`config.mk`:
```
export PLATFORM = sky130hd
export DESIGN_NAME = dmem_arbiter
export DESIGN_NICKNAME = d
export VERILOG_FILES = /design/src/rtl/dmem_arbiter.sv
export SDC_FILE = /design/constraint.sdc
export NUM_CORES = 1
export LEC_CHECK = 0
export CELL_PAD_IN_SITES_DETAIL_PLACEMENT = 0
export CELL_PAD_IN_SITES_GLOBAL_PLACEMENT = 1
export CORE_AREA = 4 4 136 138
export CTS_CLUSTER_DIAMETER = 60
export DETAILED_ROUTE_END_ITERATION = 6
export DIE_AREA = 0 0 140 142
export PLACE_DENSITY = 0.71
export SYNTH_ARGS = -nofsm -noshare
export SYNTH_HDL_FRONTEND = slang
export SYNTH_SLANG_ARGS = --single-unit
```
`constraint.sdc`:
```
create_clock -name clk -period 2.8 [get_ports clk]
set_input_delay 0.56 -clock clk [delete_from_list [all_inputs] [get_ports clk]]
set_output_delay 0.56 -clock clk [all_outputs]
set_load 0.01 [all_outputs]
```
`src/rtl/dmem_arbiter.sv`:
```
// Shared 8-bit data memory with a 3-state req/gnt/done arbiter (CPU port 0, host port 1).
// Round-robin by default; DMEM_HOST_PRIO_EN selects fixed host priority.
module dmem_arbiter #(
  parameter int DEPTH = 16,
  parameter int AW    = 5,
  parameter int DW    = 8
) (
  input  logic          clk,
  input  logic          rst,
  input  logic          cpu_req,
  input  logic          cpu_we,
  input  logic [AW-1:0] cpu_addr,
  input  logic [DW-1:0] cpu_wdata,
  output logic          cpu_gnt,
  output logic          cpu_done,
  input  logic          host_req,
  input  logic          host_we,
  input  logic [AW-1:0] host_addr,
  input  logic [DW-1:0] host_wdata,
  output logic          host_gnt,
  output logic          host_done,
  output logic [DW-1:0] rdata,
  output logic          err,
  output logic          busy
);

  localparam int IW = (DEPTH > 1) ? $clog2(DEPTH) : 1;

  typedef enum logic [1:0] {
    S_IDLE,
    S_ACCESS,
    S_DONE
  } state_t;

  state_t r_state;
  state_t w_state_nxt;

  logic          r_sel;
  logic          r_rr;
  logic          r_we;
  logic [AW-1:0] r_addr;
  logic [DW-1:0] r_wdata;
  logic          r_cpu_gnt;
  logic          r_host_gnt;
  logic          r_cpu_done;
  logic          r_host_done;
  logic [DW-1:0] r_rdata;
  logic          r_err;
  logic          r_busy;

  // Contents survive reset; this is the power-up image.
  logic [DW-1:0] r_mem [DEPTH] = '{
    0: DW'(8'hFF),
    1: DW'(8'hFE),
    2: DW'(8'hFD),
    default: '0
  };

  logic          w_any_req;
  logic          w_host_win;
  logic          w_addr_ok;
  logic [IW-1:0] w_idx;

  assign w_any_req = cpu_req | host_req;
  assign w_addr_ok = {1'b0, r_addr} < (AW+1)'(DEPTH);
  assign w_idx     = r_addr[IW-1:0];

`ifdef DMEM_HOST_PRIO_EN
  assign w_host_win = host_req;
`else
  assign w_host_win = host_req & (~cpu_req | r_rr);
`endif

  always_comb begin
    w_state_nxt = r_state;
    unique case (r_state)
      S_IDLE:   if (w_any_req) w_state_nxt = S_ACCESS;
      S_ACCESS: w_state_nxt = S_DONE;
      S_DONE:   w_state_nxt = S_IDLE;
      default:  w_state_nxt = S_IDLE;
    endcase
  end

  always_ff @(posedge clk) begin
    if (rst) begin
      r_state     <= S_IDLE;
      r_sel       <= 1'b0;
      r_rr        <= 1'b0;
      r_we        <= 1'b0;
      r_addr      <= '0;
      r_wdata     <= '0;
      r_cpu_gnt   <= 1'b0;
      r_host_gnt  <= 1'b0;
      r_cpu_done  <= 1'b0;
      r_host_done <= 1'b0;
      r_rdata     <= '0;
      r_err       <= 1'b0;
      r_busy      <= 1'b0;
    end else begin
      r_state     <= w_state_nxt;
      r_busy      <= (w_state_nxt != S_IDLE);
      r_cpu_gnt   <= 1'b0;
      r_host_gnt  <= 1'b0;
      r_cpu_done  <= 1'b0;
      r_host_done <= 1'b0;
      unique case (r_state)
        S_IDLE: begin
          if (w_any_req) begin
            r_sel      <= w_host_win;
            r_we       <= w_host_win ? host_we    : cpu_we;
            r_addr     <= w_host_win ? host_addr  : cpu_addr;
            r_wdata    <= w_host_win ? host_wdata : cpu_wdata;
            r_host_gnt <= w_host_win;
            r_cpu_gnt  <= ~w_host_win;
          end
        end
        S_ACCESS: begin
          r_err       <= ~w_addr_ok;
          r_rdata     <= (w_addr_ok && !r_we) ? r_mem[w_idx] : '0;
          r_host_done <= r_sel;
          r_cpu_done  <= ~r_sel;
        end
        S_DONE: begin
          r_err <= 1'b0;
          r_rr  <= ~r_sel;
        end
        default: ;
      endcase
    end
  end

  // Reset on the ACCESS edge suppresses the write.
  always_ff @(posedge clk) begin
    if (!rst && r_state == S_ACCESS && r_we && w_addr_ok)
      r_mem[w_idx] <= r_wdata;
  end

  assign cpu_gnt   = r_cpu_gnt;
  assign cpu_done  = r_cpu_done;
  assign host_gnt  = r_host_gnt;
  assign host_done = r_host_done;
  assign rdata     = r_rdata;
  assign err       = r_err;
  assign busy      = r_busy;

endmodule

```
* After elaboration in Yosys (flattened, before gate mapping)
Memory sizes are Yosys's and may differ from the RTL's. A register that Yosys moved wholly into a read port is not among the register bits.
Cells that the tools add are included.
** Word-level totals
- Register bits after elaboration :: 32
- Latch bits :: 0
- Bits in writable memories :: 128
- Memory bits (read-only) :: 0
- Output and inout port bits :: 14
- Logic and storage cells :: 50
- Memories kept :: 1
** Memory list
- r_mem :: words 16, bits a word 8, read ports 1, clocked after memory_dff 1, wr ports 1, RTL line 52 : logic [DW-1:0] r_mem [DEPTH] = '{
** Cells by class
- Add/sub/neg operators :: 0
- $mul :: 0
- Divide/modulo/power cells :: 0
- Magnitude comparators :: 1
- Equality and inequality tests :: 2
- Shift operators :: 0
- Multiplexer cells :: 11
- Bitwise operators :: 10
- Reductions and logical operators :: 12
** Operator list (count)
- $mux W8 :: 2
- $mux W4 :: 2
- $not A1 Y1 :: 7
- $lt A5 B5 Y1 const B :: 1
- $mux W5 :: 1
- $logic_and A1 B1 Y1 :: 4
- $pmux W2 S2 :: 1
- $reduce_bool A2 Y1 :: 2
- $mux W1 :: 3
- $reduce_or A3 Y1 :: 1
- $eq A2 B1 Y1 const B :: 1
- $eq A2 B2 Y1 const B :: 1
- $logic_not A1 Y1 :: 2
- $logic_not A2 Y1 :: 1
- $mux W2 :: 1
- $or A1 B1 Y1 :: 2
- $pmux W1 S2 :: 1
- $reduce_and A2 Y1 :: 1
- $reduce_or A2 Y1 :: 1
- $and A1 B1 Y1 :: 1

* Longest topological paths before layout
Gate-level depths: netlist of run 1.
- Depth after elaboration :: 6
- Mapped depth :: 7
- Mapped depth without buffers :: 6

* Worst setup path before layout of run 1
No wires, ideal clock.
- Path kind :: reg2reg
- From :: register r_state[1]
- To :: memory r_mem[0][0], enable pin
- Setup time :: 0.383 ns
- Arrival :: 1.833 ns
- Data required time :: 2.417 ns
- Path slack :: 0.583 ns
- Cell stages (with the launch flop) :: 7
- Buffers on the path :: 0
- Path through :: dfxtp_1 > inv_1 > ha_1 > nor4bb_1 > nor2b_1 > nand2b_1 > nor3_1
** On the way
- Word-level cells in the longest chain between the ends :: 6
** RTL lines
- start: declaration :: RTL line 35 : state_t r_state;
- start signal: assignment :: RTL line 100 : r_state <= w_state_nxt;
- $eq A2 B1 Y1 :: RTL line 134 : if (!rst && r_state == S_ACCESS && r_we && w_addr_ok)
- $logic_and A1 B1 Y1 (3 in a row) :: RTL line 134
- $mux W1 :: RTL line 134
- $mux W1 (not written as such) :: RTL line 135 : r_mem[w_idx] <= r_wdata;
- end: declaration :: RTL line 52
No other way between the ends.

* Worst setup path in the final report of run 1
- From :: register r_state[0]
- To :: memory r_mem[0][1], enable pin
The elaborated chain is that of the path after synthesis.

==> out/metrics.cfg, run 1 <==
[yosys]
ys_async_sr_fraction_pct = 0
synth.most_common_cell = edfxtp_1
ys_seq_elements = 164
syn_inst = 358
synth-seq-area-share_pct = 72.93
ys_warn_count = 0
ys_types = 38
synth_area_leaders = edfxtp_1 (61%), dfxtp_1 (12%), mux2i_1 (6.2%)
synthFlopType = edfxtp_1
synth_top_area_share_pct = 61.42
syn-mean-instance-area_um2 = 17.48
syn_nets = 394
netlist_area_um2 = 6259
synth_edf_count = 128
synth_area_leader_cell = edfxtp_1
netlist_top_cells_count = edfxtp_1 (128), mux2i_1 (39), dfxtp_1 (36)

[cells_and_area]
drive_above_1_share_pct = 17.45
syn_to_final_growth_pct = 23.03
insertedDiodeCount = 0
fillers = 1519
nets = 470
fin_util_pct = 44.83

[critical_path]
worstReg2RegEnd = r_mem[0][1]
reg2reg_from = r_state[0]
cp.arrival_ns = 2.26
critPathTopFamily = simple AND/OR/NAND/NOR gates
crit_chain = ha_1 -> nor4bb_1 -> nor2b_1 -> nand2b_1 -> nor3_1 -> buf_4
path_buf_inv = 1
slowest_stage = nor4bb_1
r2r_setup_slack_ns = 0.67
cp-start-kind = register
critPathRequiredTime_ns = 2.93
rr_worst_depth = 6
criticalPathCategory = reg -> reg
slowest_delay_ns = 0.44
crit_fanout = 8
cp-end-kind = register

[sta]
rsz0062_at_grt = false
setup_viol = 0
finalCriticalPeriod_ns = 2.130
min_period_over_period_pct = 76.06
whs_ns = 0.4772
max_slew_margin_pct = 48.11
slew_violations = 0
worst_slack_ns = 0.6703
hold_viol_final = 0
skew_ns = 0.01098
tightest_slew_ns = 0.7773
clock.fmax_ghz = 0.4695
tns_ns = 0

[clocking]
root_buffer = clkbuf_16
htree_levels = 4
cts_resized = 0
ctsHoldBuffers = 0
cts_max_path_buffers = 2
worstSkewPairLatency_ns = 0.42
cts_tree = yes
cts_made_buffers = 17
post_cts.repair.setup_buffers = 0
clock_sinks = 164
clk_pin_slew_ns = 0.06

[worst_hold_path]
hold_start = r_sel
min_to = host_done
worstHoldPathCells = 2
hold_class = reg -> reg

[power]
peakVddDrop_mv = 0.4397
p_switching_w = 0.001239
power.density_nw_per_um2 = 723.3
seqPwrFrac_pct = 50.8
p_sw_share_pct = 22.24
combPwrFrac_pct = 7.1
p_leak_nw = 2.575
clkPwrFrac_pct = 42.1
p_int_w = 0.004330

[grt]
grtUsageTotal_pct = 14.11
first_global_vias = 3453
antenna_found_initial = 0
overflow = 0
grt_max_degree = 21
grt_pass1_wl_um = 20820

[floorplanning]
die_area_um2 = 19880
rows = 48
initial_core_util_pct = 36.44
core_um2 = 17180
io-pin-count = 46
die_h_um = 142
die_w_um = 140

[placement]
post-place-ws_ns = 0.2948
gp_congestion = 0.7582
portBuffers = 45
dpl.hpwl_um = 8977

[routing]
first_pass_iters = 4
drc = 0
ant_nets = 0
avgRoutedWirePerCell_um = 19.64
detail_route.vias_per_cell = 4.964
drt_iter0_drc = 258
vias = 3336
finalWirelength_um = 13200

[flow_run]
cap_violations = 0

[outcome]
status = completed

==> metal layers <==
metal  share of wire, %  up-vias  routed length, um  global-route usage, %
met2                 47       75               6245                  21.32
met4               0.92        0                121                  3.978
met5                  0        -                  0                      0
li1                   -     1579                  -                      -
met3                5.3        8                694                  3.595
met1                 46     1674               6136                  20.39
==> power groups by stage <==
stage          combinational [W]  clock [W]  sequential, W
6_report                0.000395    0.00235        0.00283
4_1_cts                 0.000399    0.00240        0.00283
2_1_floorplan           0.000256          0        0.00282
5_1_grt                 0.000429    0.00251        0.00285
3_3_place_gp            0.000394          0        0.00288
3_5_place_dp            0.000397          0        0.00289
==> worst register-to-register path, cell delays in order, from the launching register on <==
cell	delay, ns
dfxtp_1	0.40
ha_1	0.22
nor4bb_1	0.44
nor2b_1	0.24
nand2b_1	0.16
nor3_1	0.18
buf_4	0.20
==> cell type report <==
class | instances | area (um^2) | share of cell area (%)
flip-flops and latches | 164 | 4566 | 59.29
multi-input cells | 176 | 1583 | 20.56
repair buffers | 71 | 645.6 | 8.385
clock buffers | 17 | 425.4 | 5.525
well taps | 225 | 281.5 | 3.656
clock inverters | 15 | 183.9 | 2.389
inverters | 4 | 15.01 | 0.1950
==> worst max path at each step <==
stage,startpoint,cells after the start,end,slack (ns)
after global placement,rst,6,r_mem[2][6],0.31
final,r_state[0],6,r_mem[0][1],0.67
after floorplan,r_state[1],6,r_mem[0][0],0.58
after detailed placement,rst,6,r_mem[2][6],0.29
after CTS,register,5,rdata[5],0.66
after global routing,r_state[1],7,r_mem[2][2],0.41
==> cells by family (layout without fill, tap and decap cells) <==
family / count (synthesis) / after routing / share of synthesized area (%)
fa+ha+maj: 4 / 4 / 0.7997
simple gates: 66 / 66 / 5.598
buf+inv: 18 / 107 / 1.779
mux: 56 / 56 / 12.41
flops: 164 / 164 / 72.93
compound gates: 50 / 50 / 6.477
==> sequential cells by signal, indices dropped and copies added (netlist names), 2 cells and up, named ones only <==
name,flops
r_wdata,8
rdata,8
r_state,2
r_addr,5
r_mem,128
==> per-stage QoR <==
step | power [W] | area (um^2) | cells
2_1_floorplan | 0.003072 | 6259 | 358
3_3_place_gp | 0.003276 | 7091 | 640
3_5_place_dp | 0.003282 | 7091 | 640
4_1_cts | 0.005634 | 7700 | 672
5_1_grt | 0.005780 | 7700 | 672
6_report | 0.005569 | 7700 | 672
==> cells in the final DEF (no fill, tap or decap), drive strengths merged <==
cell type,count
edfxtp,128
clkdlybuf4s50,45
mux2i,39
dfxtp,36
buf,26
nor2,17
clkbuf,17
mux4,16
and2,15
a22oi,15
a221o,14
nand2,11
clkinv,9
a32oi,6
o21ai,6
nor2b,5
nand2b,5
nor3,5
inv,5
ha,4
a21oi,4
bufinv,3
nand3b,2
or2,2
clkinvlp,2
o211ai,2
nor4bb,1
nand3,1
o21a,1
nor4,1
nand4,1
mux2,1
a21o,1
a211oi,1
Power figures use the tool's default switching activity.
==> run 2, diff against run 1 <==
==> constraint.sdc (replaced) <==
create_clock -name clk -period 2.13 [get_ports clk]
set_input_delay 0.426 -clock clk [delete_from_list [all_inputs] [get_ports clk]]
set_output_delay 0.426 -clock clk [all_outputs]
set_load 0.01 [all_outputs]
==> run 2 against run 1 <==
Against the previous run:
- non-clock buffer count grew 8
- final area grew 0.99%
- core utilization grew 0.44 points
- sequential power is 29% higher
- critical endpoint is now r_mem[4][0]
- total power increased by 30%
- combinational power rose by 61%
- flip-flop and latch count stayed put
==> out/metrics.cfg, run 2 (synthesis results as in run 1) <==
[cells_and_area]
largest_reg_flops = 128  ; unchanged
layout_commonest_cell = edfxtp_1  ; unchanged
syn_to_final_growth_pct = 24.25  ; was 23.03%
final_cells = 680  ; was 672
fillers = 1510  ; was 1519
final_cell_mix = edfxtp_1 (128), clkdlybuf4s50_1 (45), mux2i_1 (39)  ; unchanged
fin_util_pct = 45.27  ; was 44.83%
multiInputGateArea_um2 = 1609  ; was 1583 um^2
insertedDiodeCount = 0  ; unchanged
seq_area_um2 = 4566  ; unchanged
nets = 478  ; was 470
regMostFlops = r_mem  ; unchanged
drive_above_1_share_pct = 18.90  ; was 17.45%

[routing]
finalWirelength_um = 13480  ; was 13200 um
drt_iter0_drc = 236  ; was 258
vias = 3372  ; was 3336
first_pass_iters = 4  ; unchanged
detail_route.vias_per_cell = 4.959  ; was 4.964
ant_nets = 0  ; unchanged
drc = 0  ; unchanged
avgRoutedWirePerCell_um = 19.83  ; was 19.64 um

[power]
clkPwrFrac_pct = 40.9  ; was 42.1%
p_switching_w = 0.001553  ; was 0.001239 W
p_int_w = 0.005685  ; was 0.004330 W
power.density_nw_per_um2 = 930.8  ; was 723.3 nW/um^2
p_leak_nw = 2.604  ; was 2.575 nW
seqPwrFrac_pct = 50.4  ; was 50.8%
peakVddDrop_mv = 0.5576  ; was 0.4397 mV
combPwrFrac_pct = 8.8  ; was 7.1%
p_sw_share_pct = 21.46  ; was 22.24%

[floorplanning]
initial_core_util_pct = 36.44  ; unchanged
rows = 48  ; unchanged
die_h_um = 142  ; unchanged
die_area_um2 = 19880  ; unchanged
die_w_um = 140  ; unchanged
core_um2 = 17180  ; unchanged
io-pin-count = 46  ; unchanged

[clocking]
cts_max_path_buffers = 2  ; unchanged
clock_sinks = 164  ; unchanged
clk_pin_slew_ns = 0.06  ; about the same
worstSkewPairLatency_ns = 0.42  ; about the same
post_cts.repair.setup_buffers = 0  ; unchanged
htree_levels = 4  ; unchanged
root_buffer = clkbuf_16  ; unchanged
cts_tree = yes  ; unchanged
cts_made_buffers = 17  ; unchanged

[critical_path]
crit_fanout = 8  ; unchanged
cp-start-kind = register  ; unchanged
critPathRequiredTime_ns = 2.26  ; was 2.93 ns
cp.arrival_ns = 2.15  ; was 2.26 ns
criticalPathCategory = reg -> reg  ; unchanged
cp-end-kind = register  ; unchanged

[sta]
slew_violations = 0  ; unchanged
setup_viol = 0  ; unchanged
hold_viol_final = 0  ; unchanged
rsz0062_at_grt = true  ; was false
finalCriticalPeriod_ns = 2.017  ; was 2.130 ns
min_period_over_period_pct = 94.69  ; was 76.06%
tightest_slew_ns = 0.7150  ; was 0.7773 ns
clock.fmax_ghz = 0.4958  ; was 0.4695 GHz
worst_slack_ns = 0.1131  ; was 0.6703 ns
max_slew_margin_pct = 52.16  ; was 48.11%
skew_ns = 0.004966  ; was 0.01098 ns

[worst_hold_path]
hold_class = reg -> reg  ; unchanged

[outcome]
status = completed  ; unchanged

[grt]
first_global_vias = 3550  ; was 3453
overflow = 0  ; unchanged
antenna_found_initial = 0  ; unchanged
grt_max_degree = 42  ; was 21
grt_pass1_wl_um = 21070  ; was 20820 um
grtUsageTotal_pct = 14.26  ; was 14.11%

[placement]
post-place-cells = 648  ; was 640
portBuffers = 45  ; unchanged
dpl.hpwl_um = 9032  ; was 8977 um
post-place-ws_ns = -0.1625  ; was 0.2948 ns
gp_congestion = 0.7956  ; was 0.7582

[flow_run]
cap_violations = 0  ; unchanged

-- run 2: stage by stage --
| stage | power [W] | instance area, um^2 | hold slack (ns) | TNS (ns) |
|---|---|---|---|---|
| finish | 0.007238 | 7776 | 0.4772 | 0 |
| global route | 0.007506 | 7776 | 0.5287 | -0.6239 |
| CTS | 0.007297 | 7760 | 0.4784 | 0 |
| detailed placement | 0.004350 | 7186 | 0.4685 | -10.32 |
| global placement | 0.004338 | 7186 | 0.4631 | -10.49 |
| floorplan | 0.004040 | 6269 | 0.4266 | 0 |
-- run 2: layer usage --
metal	wire length, um	vias to the layer above	track usage, %
met4	213	0	5.252
met3	679	17	3.495
li1	-	1594	-
met5	0	-	0
met2	6349	86	22.61
met1	6237	1675	19.24
-- run 2: worst max-delay path, cell delays in order, from the launching register on --
cell and delay (ns):
dfxtp_1 0.32, inv_1 0.10, ha_1 0.20, nor4bb_2 0.29, buf_4 0.16, nor2b_2 0.16
nand2b_1 0.17, nor2_1 0.15, buf_4 0.18
-- run 2: power groups by stage --
stage	combinational [W]	sequential, W	clock, W
after floorplan	0.000336	0.00370	0
after global placement	0.000628	0.00371	0
after detailed placement	0.000638	0.00371	0
after CTS	0.000641	0.00365	0.00301
after global routing	0.000685	0.00366	0.00316
final	0.000634	0.00365	0.00296
-- run 2: what timing repair did --
| item | CTS | global route |
|---|---|---|
| endpoints found under the setup margin | 0 | 81 |
| resized for setup | 0 | 5 |
| hold buffers | 0 | 0 |
-- run 2: final cells by class --
class / count / area share [%]
flip-flops and latches: 164 / 58.71
clock buffers: 20 / 5.615
clock inverters: 12 / 1.770
inverters: 4 / 0.1931
multi-input cells: 176 / 20.69
well taps: 225 / 3.620
repair buffers: 79 / 9.397
-- run 2: path summary, 6_finish.rpt --
kind                            slack [ns]           to  cells past startpoint        from
worst max-delay path                  0.11  r_mem[4][0]                      8  r_state[1]
worst min-delay path                  0.48          err                      2         err
worst max register to register        0.11  r_mem[4][0]                      8  r_state[1]
worst min register to register        0.48          err                      2         err
==> run 3, diff against run 2 <==
--- a/config.mk
+++ b/config.mk
@@ -8,7 +8,6 @@
 export CELL_PAD_IN_SITES_DETAIL_PLACEMENT = 0
 export CELL_PAD_IN_SITES_GLOBAL_PLACEMENT = 1
 export CORE_AREA = 4 4 136 138
-export CTS_CLUSTER_DIAMETER = 60
 export DETAILED_ROUTE_END_ITERATION = 6
 export DIE_AREA = 0 0 140 142
 export PLACE_DENSITY = 0.71
==> results of run 3 <==
Final layout, timing and power as in run 2 (identical DEF).
